## config.mk

```make
export PLATFORM = sky130hd
export DESIGN_NAME = debug_loader
export DESIGN_NICKNAME = d
export VERILOG_FILES = /design/src/rtl/debug_pkg.sv /design/src/rtl/word_assembler.sv /design/src/rtl/debug_loader.sv
export SDC_FILE = /design/constraint.sdc
export NUM_CORES = 1
export LEC_CHECK = 0
export BUFFER_PORTS_ARGS = -buffer_cell sky130_fd_sc_hd__buf_4
export CORE_MARGIN = 3
export CORE_UTILIZATION = 46
export CTS_CLUSTER_SIZE = 10
export DETAILED_ROUTE_END_ITERATION = 16
export GPL_TIMING_DRIVEN = 0
export PLACE_DENSITY = 0.69
export RECOVER_POWER = 100
export SLEW_MARGIN = 20
export SYNTH_ARGS = -nofsm -noshare
export SYNTH_HDL_FRONTEND = slang
export SYNTH_SLANG_ARGS = --single-unit
export TNS_END_PERCENT = 50
```

## constraint.sdc

```tcl
create_clock -name clk -period 2.85 [get_ports clk]
set_clock_uncertainty 0.1 [all_clocks]
set_input_delay 0.57 -clock clk [delete_from_list [all_inputs] [get_ports clk]]
set_output_delay 0.57 -clock clk [all_outputs]
set_load 0.05 [all_outputs]
```

## src/rtl/debug_pkg.sv

```systemverilog
// Shared definitions for the debug loader: FSM state encoding, command bytes
// and the default program terminator word.
package debug_pkg;

    typedef enum logic [2:0] {
        ST_IDLE = 3'd0,
        ST_LOAD = 3'd1,
        ST_RUN  = 3'd2,
        ST_STEP = 3'd3,
        ST_DONE = 3'd4
    } state_t;

    localparam logic [7:0] CMD_LOAD  = 8'h4C;
    localparam logic [7:0] CMD_RUN   = 8'h43;
    localparam logic [7:0] CMD_STEP  = 8'h53;
    localparam logic [7:0] CMD_NEXT  = 8'h4E;
    localparam logic [7:0] CMD_REARM = 8'h52;

    localparam logic [31:0] HALT_WORD_DEFAULT = 32'hFFFF_FFFF;

endpackage

```

## src/rtl/word_assembler.sv

```systemverilog
// Collects four bytes into a big-endian 32-bit word. word/word_valid are
// combinational on the fourth byte so the caller registers the write itself.
module word_assembler (
    input  logic        clk,
    input  logic        srst,
    input  logic        clear,
    input  logic        en,
    input  logic        byte_valid,
    input  logic [7:0]  byte_data,
    output logic        word_valid,
    output logic [31:0] word
);

    logic [1:0]  cnt_reg;
    logic [23:0] shift_reg;

    always_ff @(posedge clk) begin
        if (srst || clear) begin
            cnt_reg   <= 2'd0;
            shift_reg <= 24'd0;
        end else if (en && byte_valid) begin
            shift_reg <= {shift_reg[15:0], byte_data};
            cnt_reg   <= cnt_reg + 2'd1;
        end
    end

    assign word_valid = en && byte_valid && (cnt_reg == 2'd3);
    assign word       = {shift_reg, byte_data};

endmodule

```

## src/rtl/debug_loader.sv

```systemverilog
// UART-driven program loader and run/step controller for the pipeline.
// Loads 32-bit words into instruction memory, then gates the pipeline enable/reset.
module debug_loader
    import debug_pkg::*;
#(
    parameter int          ADDR_W    = 10,
    parameter logic [31:0] HALT_WORD = HALT_WORD_DEFAULT
) (
    input  logic              clk,
    input  logic              reset,
    input  logic [7:0]        rx_data,
    input  logic              rx_valid,
    input  logic              halted_in,
    output logic              imem_we,
    output logic [ADDR_W-1:0] imem_addr,
    output logic [31:0]       imem_wdata,
    output logic              cpu_enable,
    output logic              cpu_reset,
    output logic              load_ovf,
    output logic [2:0]        state_o
);

    localparam logic [ADDR_W-1:0] LAST_ADDR = '1;

    state_t            state_reg;
    logic              imem_we_reg;
    logic [ADDR_W-1:0] imem_addr_reg;
    logic [31:0]       imem_wdata_reg;
    logic              cpu_enable_reg;
    logic              cpu_reset_reg;
    logic              load_ovf_reg;

    logic              asm_clear;
    logic              word_valid;
    logic [31:0]       word;
    logic              next_cmd;

    assign asm_clear = (state_reg == ST_IDLE) && rx_valid && (rx_data == CMD_LOAD);
    assign next_cmd  = rx_valid && (rx_data == CMD_NEXT);

    word_assembler u_asm (
        .clk        (clk),
        .srst       (reset),
        .clear      (asm_clear),
        .en         (state_reg == ST_LOAD),
        .byte_valid (rx_valid),
        .byte_data  (rx_data),
        .word_valid (word_valid),
        .word       (word)
    );

    always_ff @(posedge clk) begin
        if (reset) begin
            state_reg      <= ST_IDLE;
            imem_we_reg    <= 1'b0;
            imem_addr_reg  <= '0;
            imem_wdata_reg <= 32'd0;
            cpu_enable_reg <= 1'b0;
            cpu_reset_reg  <= 1'b1;
            load_ovf_reg   <= 1'b0;
        end else begin
            imem_we_reg <= 1'b0;
            case (state_reg)
                ST_IDLE: begin
                    cpu_enable_reg <= 1'b0;
                    cpu_reset_reg  <= 1'b1;
                    if (rx_valid) begin
                        if (rx_data == CMD_LOAD) begin
                            state_reg     <= ST_LOAD;
                            imem_addr_reg <= '0;
                            load_ovf_reg  <= 1'b0;
                        end else if (rx_data == CMD_RUN) begin
                            state_reg      <= ST_RUN;
                            cpu_reset_reg  <= 1'b0;
                            cpu_enable_reg <= 1'b1;
                        end else if (rx_data == CMD_STEP) begin
                            state_reg     <= ST_STEP;
                            cpu_reset_reg <= 1'b0;
                        end
                    end
                end
                ST_LOAD: begin
                    if (word_valid) begin
                        imem_we_reg    <= 1'b1;
                        imem_wdata_reg <= word;
                    end
                    // Address advances after the write; wrap from LAST_ADDR to 0 is natural.
                    if (imem_we_reg) begin
                        imem_addr_reg <= imem_addr_reg + 1'b1;
                        if (imem_wdata_reg == HALT_WORD) begin
                            state_reg <= ST_IDLE;
                        end else if (imem_addr_reg == LAST_ADDR) begin
                            load_ovf_reg <= 1'b1;
                            state_reg    <= ST_IDLE;
                        end
                    end
                end
                ST_RUN: begin
                    if (halted_in) begin
                        state_reg      <= ST_DONE;
                        cpu_enable_reg <= 1'b0;
                    end
                end
                ST_STEP: begin
                    cpu_enable_reg <= next_cmd && !halted_in;
                    if (next_cmd && halted_in) begin
                        state_reg <= ST_DONE;
                    end
                end
                ST_DONE: begin
                    cpu_enable_reg <= 1'b0;
                    if (rx_valid && (rx_data == CMD_REARM)) begin
                        state_reg     <= ST_IDLE;
                        cpu_reset_reg <= 1'b1;
                    end
                end
                default: state_reg <= ST_IDLE;
            endcase
        end
    end

    // Halt must stop the pipeline in the very cycle it is reported.
    assign cpu_enable = cpu_enable_reg && !((state_reg == ST_RUN) && halted_in);
    assign cpu_reset  = cpu_reset_reg;
    assign imem_we    = imem_we_reg;
    assign imem_addr  = imem_addr_reg;
    assign imem_wdata = imem_wdata_reg;
    assign load_ovf   = load_ovf_reg;
    assign state_o    = state_reg;

endmodule
```

==> results.toml <==
[yosys]
synthesis.area_per_instance_sq_um = 7.96
synth.ff_latch_count = 75
yosys.area.top_type_share = 0.496
synth.yosys.seq_area_share = 0.496
synth_enable_flop_cells = 0
synth_adder_area_share = 0.00827
netlist_instances = 380
yosys-mux-area-fraction = 0.00662
ys.flop_type = "sky130_fd_sc_hd__dfxtp_1"
net_count_after_synthesis = 394
post_synthesis_share_of_cell_area_spent_on_xor_and_xnor_gates = 0.0261
synth_compound_gate_area_share = 0.148
synth_cell_types = 41
post_synth_instance_area_sq_mm = 0.00303
async_flop_share = 0
synth_top_cells_by_area = "sky130_fd_sc_hd__dfxtp_1 50%, sky130_fd_sc_hd__nand2_1 16%, sky130_fd_sc_hd__a21oi_1 10%, sky130_fd_sc_hd__xnor2_1 2.6%, sky130_fd_sc_hd__clkbuf_1 2.2%"
synth_simple_gate_area_share = 0.275
synth_top_family_by_area = "simple AND/OR/NAND/NOR gates"
synth_warnings = 0
yosys.area.top_type = "sky130_fd_sc_hd__dfxtp_1"

[critical_path]
critical_path_peak_fanout = 10
worstSetupStartpointType = "flip-flop"
setup.reg_to_reg.worst_slack_ns = 0.25
timing.critical_path.arrival_ns = 2.72
ff2ff_path_depth = 5
reg2reg_from = "state_o[0]"
critPathRequiredTime_ns = 2.97
r2r_end = "load_ovf"
critical_path_class = "reg -> reg"
worst_setup_path_end_kind = "flip-flop"

[place]
place_worst_setup_slack_ns = 0.0581
gp_congestion = 0.858
dp.final_hpwl_um = 5670
placedCellCount = 515
place_area_sq_mm = 0.00357
numPortBuffers = 60

[cells_and_area]
post_route_cell_area_sq_mm = 0.00362
most_common_cell_after_layout_fill_and_taps_aside = "sky130_fd_sc_hd__nand2_1"
largest_register_ffs = 32
fin_cells = 531
n_fill_cell = 615
num_antenna_cells = 0
design.final.nets = 465
mostFrequentLayoutCells = "125 x sky130_fd_sc_hd__nand2_1, 75 x sky130_fd_sc_hd__dfxtp_1, 68 x sky130_fd_sc_hd__clkbuf_1, 63 x sky130_fd_sc_hd__a21oi_1, 18 x sky130_fd_sc_hd__nor2_1"
area.growth.synth_to_final_pct = 19.6
final_core_utilization = 0.590
drive_above_1_share = 0.0746

[min_path]
min-delay-start = "u_asm.shift_reg[18]"
hold_crit_class = "reg -> reg"
min_to = "imem_wdata[26]"
min_path_cells = 2

[floorplan]
die_h_um = 87.1
core-area_sq_mm = 0.00613
dieArea_sq_mm = 0.00759
initial_utilization = 0.493
floorplan.die.width_um = 87.1
io-pin-count = 61
floorplan.rows = 28

[clock_tree]
max-clock-path-buffers = 2
cts.repair.resized = 0
cell_at_the_root_of_the_clock_tree = "sky130_fd_sc_hd__clkbuf_8"
cts_hold_buf = 0
cts_setup_buffers = 0
tritoncts.num_buffers = 9
clock_tree.htree_level_count = 3
cts_num_sinks = 75
clock_tree_from_tritoncts = "built"
clk_transition_reported_paths_ns = 0.08
insertion_delay_ns = 0.35

[timing]
timing.fmax_mhz = 385
finalHoldWorstSlack_ns = 0.358
timing.final.crit_share = 0.913
setup_repair_after_global_routing_missed_its_margin = "no"
final_period_minus_worst_setup_slack_ns = 2.60
worst-slew-pin-transition_ns = 0.826
finalMaxSlewViolations = 0
hold_viol = 0
final_tns_setup_ns = 0
slew-limit-headroom = 0.443
timing.final.ws_setup_ns = 0.249
setup-violations-final = 0

[power]
cellPowerDensity_mw_per_mm2 = 588
post-layout-total-power_mw = 2.13
p_comb_frac = 0.031
ir_drop_mv = 0.344
net-switching-power_uw = 469
clock_power_share = 0.475
seq_power_share = 0.494
static-leakage-power_nw = 1.16
p_sw_frac = 0.220
cellInternalPower_mw = 1.66

[drt]
wl_per_cell_um = 14.4
detailroute.via_count = 2880
drcViolationCount = 0
totalWireLength_um = 7640
postRouteAntennaNets = 0
drtIter0Drc = 142
detail_route.first_pass.iterations = 5
drt-vias-per-instance = 5.42

[status]
outcome = "completed"

[global_route]
grt_start_max_net_pins = 15
grt_first_pass_wirelength_um = 12600
grt_antenna_before_repair = 0
via_count_of_the_first_global_routing_pass = 2631
grt_util_all_layers = 0.213
grt_overflow = 0

[run]
drv_cap = 0
==> power groups by stage <==
stage | clock network (mW) | registers [mW] | logic (mW)
after floorplan | 0 | 1.08 | 0.0343
after global placement | 0 | 1.07 | 0.0672
after detailed placement | 0 | 1.07 | 0.0674
after CTS | 1.02 | 1.05 | 0.0677
after global routing | 1.07 | 1.05 | 0.0733
final | 1.01 | 1.05 | 0.0665
==> cells by family (layout without fill, tap and decap cells) <==
group	count (synthesis)	in the layout
simple gates	186	186
compound gates	79	79
flops	75	75
buf+inv	27	103
xor+xnor	9	9
fa+ha+maj	2	2
mux	2	2
==> per-layer routing <==
layer / track usage / routed length [um]
met1: 0.300 / 3680
met2: 0.313 / 3310
met3: 0.0312 / 439
met4: 0.114 / 216
met5: 0 / 0
==> how the worst max path moves through the flow <==
| stage | start | endpoint |
|---|---|---|
| floorplan | state_o[0] | imem_addr[7] |
| detailed placement | rx_data[5] | u_asm.cnt_reg[0] |
| global placement | rx_data[5] | u_asm.cnt_reg[0] |
| CTS | state_o[0] | load_ovf |
| global route | state_o[0] | imem_addr[8] |
| finish | state_o[0] | load_ovf |
==> synthesized netlist by cell type, drive strengths merged, types with 2 or more instances <==
| cell | count |
|---|---|
| nor2b | 2 |
| a31oi | 2 |
| buf | 5 |
| nor2 | 20 |
| clkbuf | 18 |
| and3 | 3 |
| nand4 | 9 |
| dfxtp | 75 |
| nor4 | 5 |
| mux2i | 2 |
| nor3b | 4 |
| inv | 4 |
| nand2 | 125 |
| xnor2 | 9 |
| nand3 | 4 |
| a21oi | 63 |
| nor3 | 5 |
| ha | 2 |
| o21ai | 4 |
==> layout make-up <==
cell class / instances / area [sq um] / area share
clock buffers: 9 / 124 / 0.0342
clock inverters: 7 / 123 / 0.0339
inverters: 4 / 15.0 / 0.00415
plain buffers: 23 / 95.1 / 0.0263
multi-input cells: 278 / 1400 / 0.388
well taps: 75 / 93.8 / 0.0259
repair buffers: 60 / 264 / 0.0730
flip-flops and latches: 75 / 1500 / 0.415
==> critical path: stages, from the launching register on <==
cell and delay, ns:
sky130_fd_sc_hd__dfxtp_1 0.33, sky130_fd_sc_hd__buf_6 0.13, sky130_fd_sc_hd__or4b_1 0.54, sky130_fd_sc_hd__o41ai_2 0.80, sky130_fd_sc_hd__clkbuf_1 0.47, sky130_fd_sc_hd__nor2_1 0.10
No activity file was read; power rests on OpenSTA's default activity.
